[config.mk]
export PLATFORM = sky130hd
export DESIGN_NAME = hist_seq_ctrl
export DESIGN_NICKNAME = d
export VERILOG_FILES = /design/src/rtl/hist_seq_ctrl.sv
export SDC_FILE = /design/constraint.sdc
export NUM_CORES = 1
export LEC_CHECK = 0
export BUFFER_PORTS_ARGS = -buffer_cell sky130_fd_sc_hd__buf_2
export CAP_MARGIN = 20
export CORE_ASPECT_RATIO = 0.8
export CORE_MARGIN = 1
export CORE_UTILIZATION = 30
export CTS_BUF_LIST = sky130_fd_sc_hd__clkbuf_16
export DETAILED_ROUTE_END_ITERATION = 6
export PLACE_DENSITY = 0.63
export SYNTH_ARGS = -nofsm -noshare
export SYNTH_HDL_FRONTEND = slang
export SYNTH_SLANG_ARGS = --single-unit
[constraint.sdc]
create_clock -name clk -period 3.15 [get_ports clk]
set_clock_uncertainty 0.15 [all_clocks]
set_input_delay 0.315 -clock clk [delete_from_list [all_inputs] [get_ports clk]]
set_output_delay 0.315 -clock clk [all_outputs]
set_load 0.03 [all_outputs]
[src/rtl/hist_seq_ctrl.sv]
// Frame histogram sequencer: clears the bin RAM, accumulates pixel bins with
// read-modify-write forwarding, then dumps every bin with a running cumulative sum.
module hist_seq_ctrl (
  input  logic        clk,
  input  logic        reset,
  input  logic        f_val,
  input  logic        d_val,
  input  logic [7:0]  bin,
  output logic [7:0]  ram_rd_addr,
  input  logic [19:0] ram_rd_data,
  output logic        ram_we,
  output logic [7:0]  ram_wr_addr,
  output logic [19:0] ram_wr_data,
  output logic        dump_valid,
  output logic [7:0]  dump_addr,
  output logic [19:0] dump_count,
  output logic [19:0] dump_cum,
  output logic        frame_done,
  output logic        frame_dropped,
  output logic [2:0]  state
);

  localparam int unsigned AW = 8;
  localparam int unsigned DW = 20;
  localparam int unsigned CW = AW + 1;
  localparam logic [DW-1:0] CNT_MAX = {DW{1'b1}};

  typedef enum logic [2:0] {
    ST_IDLE  = 3'd0,
    ST_CLEAR = 3'd1,
    ST_ACCUM = 3'd2,
    ST_DRAIN = 3'd3,
    ST_DUMP  = 3'd4
  } state_t;

  state_t        st, st_nxt;
  logic [CW-1:0] cnt, cnt_nxt;
  logic          f_val_d;
  logic          rise;
  logic          accept;

  logic          p1_valid;
  logic [AW-1:0] p1_bin;
  logic          fwd_we;
  logic [AW-1:0] fwd_addr;
  logic [DW-1:0] fwd_data;
  logic [DW-1:0] base;
  logic [DW-1:0] inc;

  logic [DW-1:0] sum;
  logic [DW:0]   cum_wide;
  logic [DW-1:0] cum_sat;

  logic          we_nxt;
  logic [AW-1:0] wr_addr_nxt;
  logic          dv_nxt;
  logic [AW-1:0] da_nxt;
  logic          done_nxt;
  logic          drop_nxt;

  assign state = st;

  // Next state, read address and next values of the registered strobes
  always_comb begin
    st_nxt      = st;
    cnt_nxt     = cnt;
    rise        = f_val & ~f_val_d;
    accept      = 1'b0;
    ram_rd_addr = '0;
    we_nxt      = 1'b0;
    wr_addr_nxt = '0;
    dv_nxt      = 1'b0;
    da_nxt      = '0;
    done_nxt    = 1'b0;
    drop_nxt    = 1'b0;
    case (st)
      ST_CLEAR: begin
        drop_nxt = rise;
        if (cnt[AW]) begin
          st_nxt  = ST_IDLE;
          cnt_nxt = '0;
        end else begin
          we_nxt      = 1'b1;
          wr_addr_nxt = cnt[AW-1:0];
          cnt_nxt     = cnt + CW'(1);
        end
      end
      ST_IDLE: begin
        if (rise) begin
          st_nxt = ST_ACCUM;
          accept = d_val;
        end
      end
      ST_ACCUM: begin
        if (!f_val) st_nxt = ST_DRAIN;
        else        accept = d_val;
      end
      ST_DRAIN: begin
        drop_nxt = rise;
        st_nxt   = ST_DUMP;
        cnt_nxt  = '0;
      end
      ST_DUMP: begin
        drop_nxt = rise;
        if (cnt[AW]) begin
          st_nxt   = ST_IDLE;
          cnt_nxt  = '0;
          done_nxt = 1'b1;
        end else begin
          ram_rd_addr = cnt[AW-1:0];
          dv_nxt      = 1'b1;
          da_nxt      = cnt[AW-1:0];
          we_nxt      = 1'b1;
          wr_addr_nxt = cnt[AW-1:0];
          cnt_nxt     = cnt + CW'(1);
        end
      end
      default: st_nxt = ST_CLEAR;
    endcase
    if (accept) begin
      ram_rd_addr = bin;
      we_nxt      = 1'b1;
      wr_addr_nxt = bin;
    end
  end

  // Increment path: forward last written value when the RAM returns stale data
  always_comb begin
    base        = (fwd_we && (fwd_addr == p1_bin)) ? fwd_data : ram_rd_data;
    inc         = (base == CNT_MAX) ? base : base + DW'(1);
    ram_wr_data = p1_valid ? inc : '0;
    cum_wide    = {1'b0, sum} + {1'b0, ram_rd_data};
    cum_sat     = cum_wide[DW] ? CNT_MAX : cum_wide[DW-1:0];
    dump_count  = dump_valid ? ram_rd_data : '0;
    dump_cum    = dump_valid ? cum_sat : '0;
  end

  always_ff @(posedge clk) begin
    if (reset) begin
      st            <= ST_CLEAR;
      cnt           <= '0;
      f_val_d       <= 1'b0;
      p1_valid      <= 1'b0;
      p1_bin        <= '0;
      fwd_we        <= 1'b0;
      fwd_addr      <= '0;
      fwd_data      <= '0;
      sum           <= '0;
      ram_we        <= 1'b0;
      ram_wr_addr   <= '0;
      dump_valid    <= 1'b0;
      dump_addr     <= '0;
      frame_done    <= 1'b0;
      frame_dropped <= 1'b0;
    end else begin
      st            <= st_nxt;
      cnt           <= cnt_nxt;
      f_val_d       <= f_val;
      p1_valid      <= accept;
      p1_bin        <= bin;
      fwd_we        <= ram_we;
      fwd_addr      <= ram_wr_addr;
      fwd_data      <= ram_wr_data;
      ram_we        <= we_nxt;
      ram_wr_addr   <= wr_addr_nxt;
      dump_valid    <= dv_nxt;
      dump_addr     <= da_nxt;
      frame_done    <= done_nxt;
      frame_dropped <= drop_nxt;
      // Running sum restarts for every frame
      if (done_nxt)        sum <= '0;
      else if (dump_valid) sum <= cum_sat;
    end
  end

endmodule

==> results of run 1 <==
==> cells in the mapped netlist (all sizes together), types with 17 or more instances <==
library cell and instances:
inv 17, and3 18, xnor2 24, clkbuf 34
nor2 62, o21ai 38, nand3 30, a21oi 34
nand2 44, ha 22, and2 39, nor2b 25
mux2i 27, dfxtp 91, nor3 27
==> area by class of cell <==
class                   instances  area, um^2
flip-flops and latches         91        1840
multi-input cells             559        4350
clock buffers                   9         225
repair buffers                227        1680
clock inverters                 7        66.3
inverters                      17        63.8
fillers                      1852       10400
well taps                     258         323
==> placed cells by master (no fill, tap or decap), types with 31 or more instances in the layout <==
master / count
nor2_1: 59
a21oi_1: 31
buf_2: 84
nand2_1: 38
and2_1: 32
buf_6: 36
o21ai_0: 35
dfxtp_1: 80
buf_4: 101
==> sequential cells by signal (all words and copies together), names as in the netlist <==
signal and flops:
fwd_we 1, fwd_data 20, p1_valid 1, ram_wr_addr 8, p1_bin 8, frame_dropped 1, dump_addr 8, f_val_d 1
fwd_addr 8, ram_we 1, frame_done 1, dump_valid 1, cnt 9, state 3, sum 20
==> repair_timing <==
action	in CTS	in global routing
gates cloned	3	0
hold endpoints to repair	0	0
buffers inserted	12	12
resized for setup	110	91
setup endpoints to repair	41	43
pin swaps	17	33
==> metal layers <==
| layer | share of wire (%) | track usage [%] | up-vias |
|---|---|---|---|
| met3 | 5.1 | 3.75 | 17 |
| met2 | 44 | 27.7 | 137 |
| met4 | 1.5 | 5.08 | 0 |
| met5 | 0 | 0 | - |
| met1 | 49 | 26.2 | 2797 |
| li1 | - | - | 2968 |
==> worst reg2reg max path, stage by stage (launching register included) <==
cell and delay (ns):
dfxtp_2 0.33, xnor2_2 0.18, nand4_1 0.16, nor3_4 0.25, mux2i_2 0.30, inv_2 0.08, ha_4 0.18, nand2_4 0.07
nor3_4 0.04, nand2_2 0.14, mux2i_4 0.12, buf_4 0.17, nor4_4 0.21, buf_4 0.17, mux2i_1 0.06, or3_1 0.35
==> power breakdown <==
group	switching (W)	internal, W
Sequential	0.0000143	0.00116
Combinational	0.000177	0.000140
Clock	0.000523	0.000558
==> cell families after synthesis <==
family / after synthesis
fa+ha+maj: 23
compound gates: 168
buf+inv: 62
xor+xnor: 37
flops: 91
simple gates: 297
mux: 33
==> worst max path at each step <==
stage / from / endpoint / slack [ns]
2_1_floorplan: fwd_addr[2] / ram_wr_data[9] / -0.32
3_3_place_gp: ram_rd_data[0] / dump_cum[15] / -0.31
3_5_place_dp: ram_rd_data[0] / dump_cum[14] / -0.39
6_report: p1_bin[0] / ram_wr_data[9] / -0.50
4_1_cts: fwd_addr[7] / ram_wr_data[9] / -0.49
5_1_grt: p1_bin[1] / ram_wr_data[13] / -0.62
==> metrics by stage <==
step                hold WS [ns]  util [%]  worst slack, ns
finish                    0.0697      45.2           -0.498
global placement           0.291      38.7           -0.313
detailed placement         0.298      38.7           -0.394
global route              0.0662      45.2           -0.618
CTS                       0.0579      42.9           -0.493
floorplan                  0.293         -           -0.317
==> qor.csv, run 1 <==
metric,value,unit
run status,"complete, but fails checks",
failing checks,negative setup slack,
crit path max-delay cell type,or4_1,
Slew Limit Fails,0,
Core Rows,45,
Tcrit/Tclk final,116,%
Synth Area in Simple Gates,28.0,%
Sink Count,91,
RSZ-0062 raised after global routing,true,
hold_sp,bin[7],
reg2reg end,fwd_data[15],
Longest Clk Path Bufs,2,
placed cell area,7330,um^2
Critical Path AT,3.18,ns
vias in the first global route,5390,
TritonRoute pass-1 iters,5,
Post-DP HPWL,13200,um
final hold violations,0,
Hold Crit Class,in -> reg,
Worst setup EP type,output port,
fin area,8550,um^2
hold path depth,2,
largest family of logic cells by synthesized area,simple AND/OR/NAND/NOR gates,
vias,5919,
Skew-Pair Late Insertion Delay,0.35,ns
die area,19900,um^2
CTS Hold Bufs,0,
critical path depth,14,
Reg2Reg Setup Slack,0.09,ns
Worst Hold Path EP,p1_bin[7],
startpoint types,flop,
Final setup viols,40,
final cell count without fillers,1168,
register area share after synthesis,31.5,%
Nets,960,
Power Total,0.00258,W
CORE AREA,18900,um^2
placed cell count,1131,
# DRC,0,
CTS Buf Count,9,
share of cells above drive strength 1,38.9,%
Seq cells post-synth,91,
Highest Clock Rate,274,MHz
post-synth top area cell,dfxtp_1,
Avg Inst Size Synth,8.14,um^2
global-route wire length before repair,28700,um
most frequent CP cell,nor3_4,
Worst R2R Path Depth,15,
max incr delay on CP,0.40,ns
CTS tree,done,
largest net degree at the start of global routing,58,
asr flop ratio synth,0,%
IO Port Bufs,122,
WL final,18300,um
relative slew slack,40.8,%
post-DR wirelength/cell,15.7,um
Netlist Area Pre-Place,5790,um^2
initial core utilization,30.6,%
crit-path max FO,5,
initial antenna violation count,0,
final worst slack,-0.498,ns
DIE HEIGHT,126,um
"EDFF count, synth",0,
clock slew at reported path FFs,0.07,ns
largest cells by area after synthesis,"dfxtp_1 31%, ha_1 4.8%, mux2i_1 4.5%",
worst path cell trace,xnor2_2 > nand4_1 > nor3_4 > mux2i_2 > inv_2 > ha_4 > nand2_4 > nor3_4 > nand2_2 > mux2i_4 > or4_1 > and3_4 > nor3_4 > buf_6,
Yosys warnings,0,
Pleak,3.67,nW
H-tree Lvls,3,
top_reg_cell synth,dfxtp_1,
Worst Tran Pin Value,0.887,ns
CTS root buf,clkbuf_16,
Area growth syn-to-layout,47.7,%
gpl congestion,0.931,
Power Density,302,nW/um^2
Final ANT Viol Nets,0,
crit-path leading delay family,simple AND/OR/NAND/NOR gates,
max-capacitance violation count,0,
syn_nets,766,
mux cell area share after synthesis,5.90,%
global route overflow,0,
Worst EP required,2.68,ns
CP Class,reg -> out,
post-synthesis xor/xnor area fraction,5.60,%
Adder-Cell Fraction of Synth Area,5.10,%
ANT cells,0,
worst vdd ir,0.000203,V
initial DRC count,522,
setup total negative slack,-9.97,ns
Post-Syn Instances,711,
share of the synthesized area in the top cell type,31.5,%
GRT Overall Usage,18.4,%
Compound-Gate Fraction of Synth Area,19.4,%
vias per std cell,5.07,
min Tclk post-route,3.65,ns
Die Wd,157,um
reg-to-reg critical path startpoint,p1_bin[0],
"Distinct cells, synth",60,
I/O Pins,123,
WP buf/inv,2,
(Power assumes the default switching activity.)
==> run 2: changes to the inputs <==
Settings changed: SETUP_SLACK_MARGIN set to 0.15.
==> run 2 against run 1 <==
Compared with the run above:
- register-to-register slack got worse by 0.12 ns
- design area is 7.0% higher
- largest power group unchanged
- core utilization is 3.1 points higher
- via count grew 3.3%
- power rose by 3.4%
- the flow still finishes with violations (negative setup slack)
- die area unchanged
- clock-buffer cell count did not move
- global-route usage increased by 1.3 points
- critical path depth unchanged
- worst setup slack lost 0.0036 ns
- critical path type unchanged
- cell count up 3.1%
- sequential power about the same
==> qor.csv, run 2 (synthesized netlist as in run 1, its figures left out) <==
metric,value,unit,change
max incr delay on CP,0.33,ns,-0.07 ns
IO Port Bufs,122,,unchanged
worst vdd ir,0.000282,V,+39%
CORE AREA,18900,um^2,unchanged
run status,"complete, but fails checks",,
global route overflow,0,,unchanged
vias in the first global route,5782,,+7.3%
Worst R2R Path Depth,15,,unchanged
"leading cell types in the layout, fill and taps excluded","104 x buf_4, 83 x buf_2, 82 x dfxtp_1",,
I/O Pins,123,,unchanged
RSZ-0062 raised after global routing,true,,
post-DR wirelength/cell,16.6,um,+5.9%
Pleak,3.93,nW,+6.9%
TritonRoute pass-1 iters,7,,+2
vias per std cell,5.08,,+0.19%
share of cells above drive strength 1,42.5,%,+3.6 points
Critical Path AT,3.19,ns,about the same
# DRC,0,,unchanged
critical path depth,14,,unchanged
worst path cell trace,xnor2_2 > nand3_1 > nor3_4 > mux2i_2 > inv_2 > ha_4 > and3_4 > nand2_4 > mux2i_4 > buf_6 > nor4b_4 > mux2i_1 > o211ai_1 > buf_4,,
vias,6113,,+3.3%
ANT cells,0,,unchanged
CTS Buf Count,9,,unchanged
Highest Clock Rate,274,MHz,about the same
failing checks,negative setup slack,,
Final Core Density,48.3,%,+3.1 points
final cell count without fillers,1204,,+3.1%
Longest Clk Path Bufs,2,,unchanged
crit-path leading delay family,simple AND/OR/NAND/NOR gates,,
placed cell count,1119,,-1.1%
clock slew at reported path FFs,0.07,ns,about the same
Regs by FF count,"fwd_data (20), sum (20), cnt (9)",,
Final ANT Viol Nets,0,,unchanged
WP buf/inv,3,,+1
Worst Tran Pin Value,0.879,ns,-0.00811 ns
WL final,19900,um,+9.1%
Hold Crit Class,in -> reg,,
CTS tree,done,,
largest net degree at the start of global routing,77,,+33%
DIE HEIGHT,126,um,unchanged
Post-DP HPWL,13000,um,-1.2%
CTS root buf,clkbuf_16,,
hold path depth,2,,unchanged
"commonest non-fill, non-tap cell in the layout",buf_4,,
initial antenna violation count,0,,unchanged
crit path max-delay cell type,dfxtp_2,,
initial DRC count,524,,+0.38%
Area growth syn-to-layout,58.0,%,
Final setup viols,41,,+2.5%
min Tclk post-route,3.65,ns,+0.00355 ns
global-route wire length before repair,30300,um,+5.4%
CTS Hold Bufs,0,,unchanged
Core Rows,45,,unchanged
startpoint types,flop,,
gpl congestion,0.871,,-6.4%
relative slew slack,41.2,%,+0.32 points
Slew Limit Fails,0,,unchanged
max-capacitance violation count,0,,unchanged
CP Class,reg -> out,,
Sink Count,91,,unchanged
die area,19900,um^2,unchanged
final worst slack,-0.502,ns,-0.00355 ns
Nets,997,,+3.9%
GRT Overall Usage,19.7,%,+1.3 points
Power Density,292,nW/um^2,-3.3%
crit-path max FO,6,,+1
Worst EP required,2.68,ns,about the same
Worst setup EP type,output port,,
Place WS,-0.294,ns,+0.100 ns
Tcrit/Tclk final,116,%,about the same
Skew-Pair Late Insertion Delay,0.36,ns,about the same
initial core utilization,30.6,%,unchanged
Die Wd,157,um,unchanged
final hold violations,0,,unchanged
H-tree Lvls,3,,unchanged
==> run 2: cell type report <==
class | count | area, um^2
Clock buffer | 9 | 225
Tap cell | 258 | 323
Clock inverter | 6 | 72.6
Fill cell | 1785 | 9770
Multi-Input combinational cell | 558 | 4410
Inverter | 17 | 63.8
Sequential cell | 91 | 1830
Timing Repair Buffer | 265 | 2210
==> run 2: timing repair <==
action	CTS	global route
buffers inserted	48	19
resized for setup	151	64
endpoints found under the setup margin	44	49
pin swaps	37	30
cloned	4	0
==> run 2: through the flow <==
| step | hold slack (ns) | power, W | TNS, ns | instance area [um^2] |
|---|---|---|---|---|
| after floorplan | 0.293 | 0.00135 | -0.920 | 5980 |
| after global routing | 0.0819 | 0.00276 | -17.39 | 9150 |
| after CTS | 0.0575 | 0.00265 | -10.0 | 8690 |
| final | 0.0608 | 0.00267 | -11.50 | 9150 |
| after detailed placement | 0.301 | 0.00147 | -5.36 | 7310 |
| after global placement | 0.294 | 0.00147 | -3.71 | 7310 |
==> run 2: path summary, 6_finish.rpt <==
kind | endpoint | from | slack [ns]
max | ram_wr_data[13] | fwd_addr[2] | -0.50
min | p1_bin[5] | bin[5] | 0.06
max reg2reg | fwd_data[15] | fwd_addr[2] | -0.03
min reg2reg | fwd_addr[0] | ram_wr_addr[0] | 0.30
==> run 2: power by group <==
part           leakage (nW)  internal [W]  total, W  switching (W)
Clock                 0.143      0.000621   0.00113       0.000507
Sequential            0.741       0.00117   0.00118      0.0000146
Combinational          3.04      0.000170  0.000358       0.000189
Total                  3.93       0.00196   0.00267       0.000710
==> run 2: routing by layer <==
metal | track usage, % | part of all wire [%]
met3 | 4.03 | 5.3
met5 | 0 | 0
met4 | 7.14 | 1.6
met2 | 31.0 | 47
met1 | 26.4 | 46
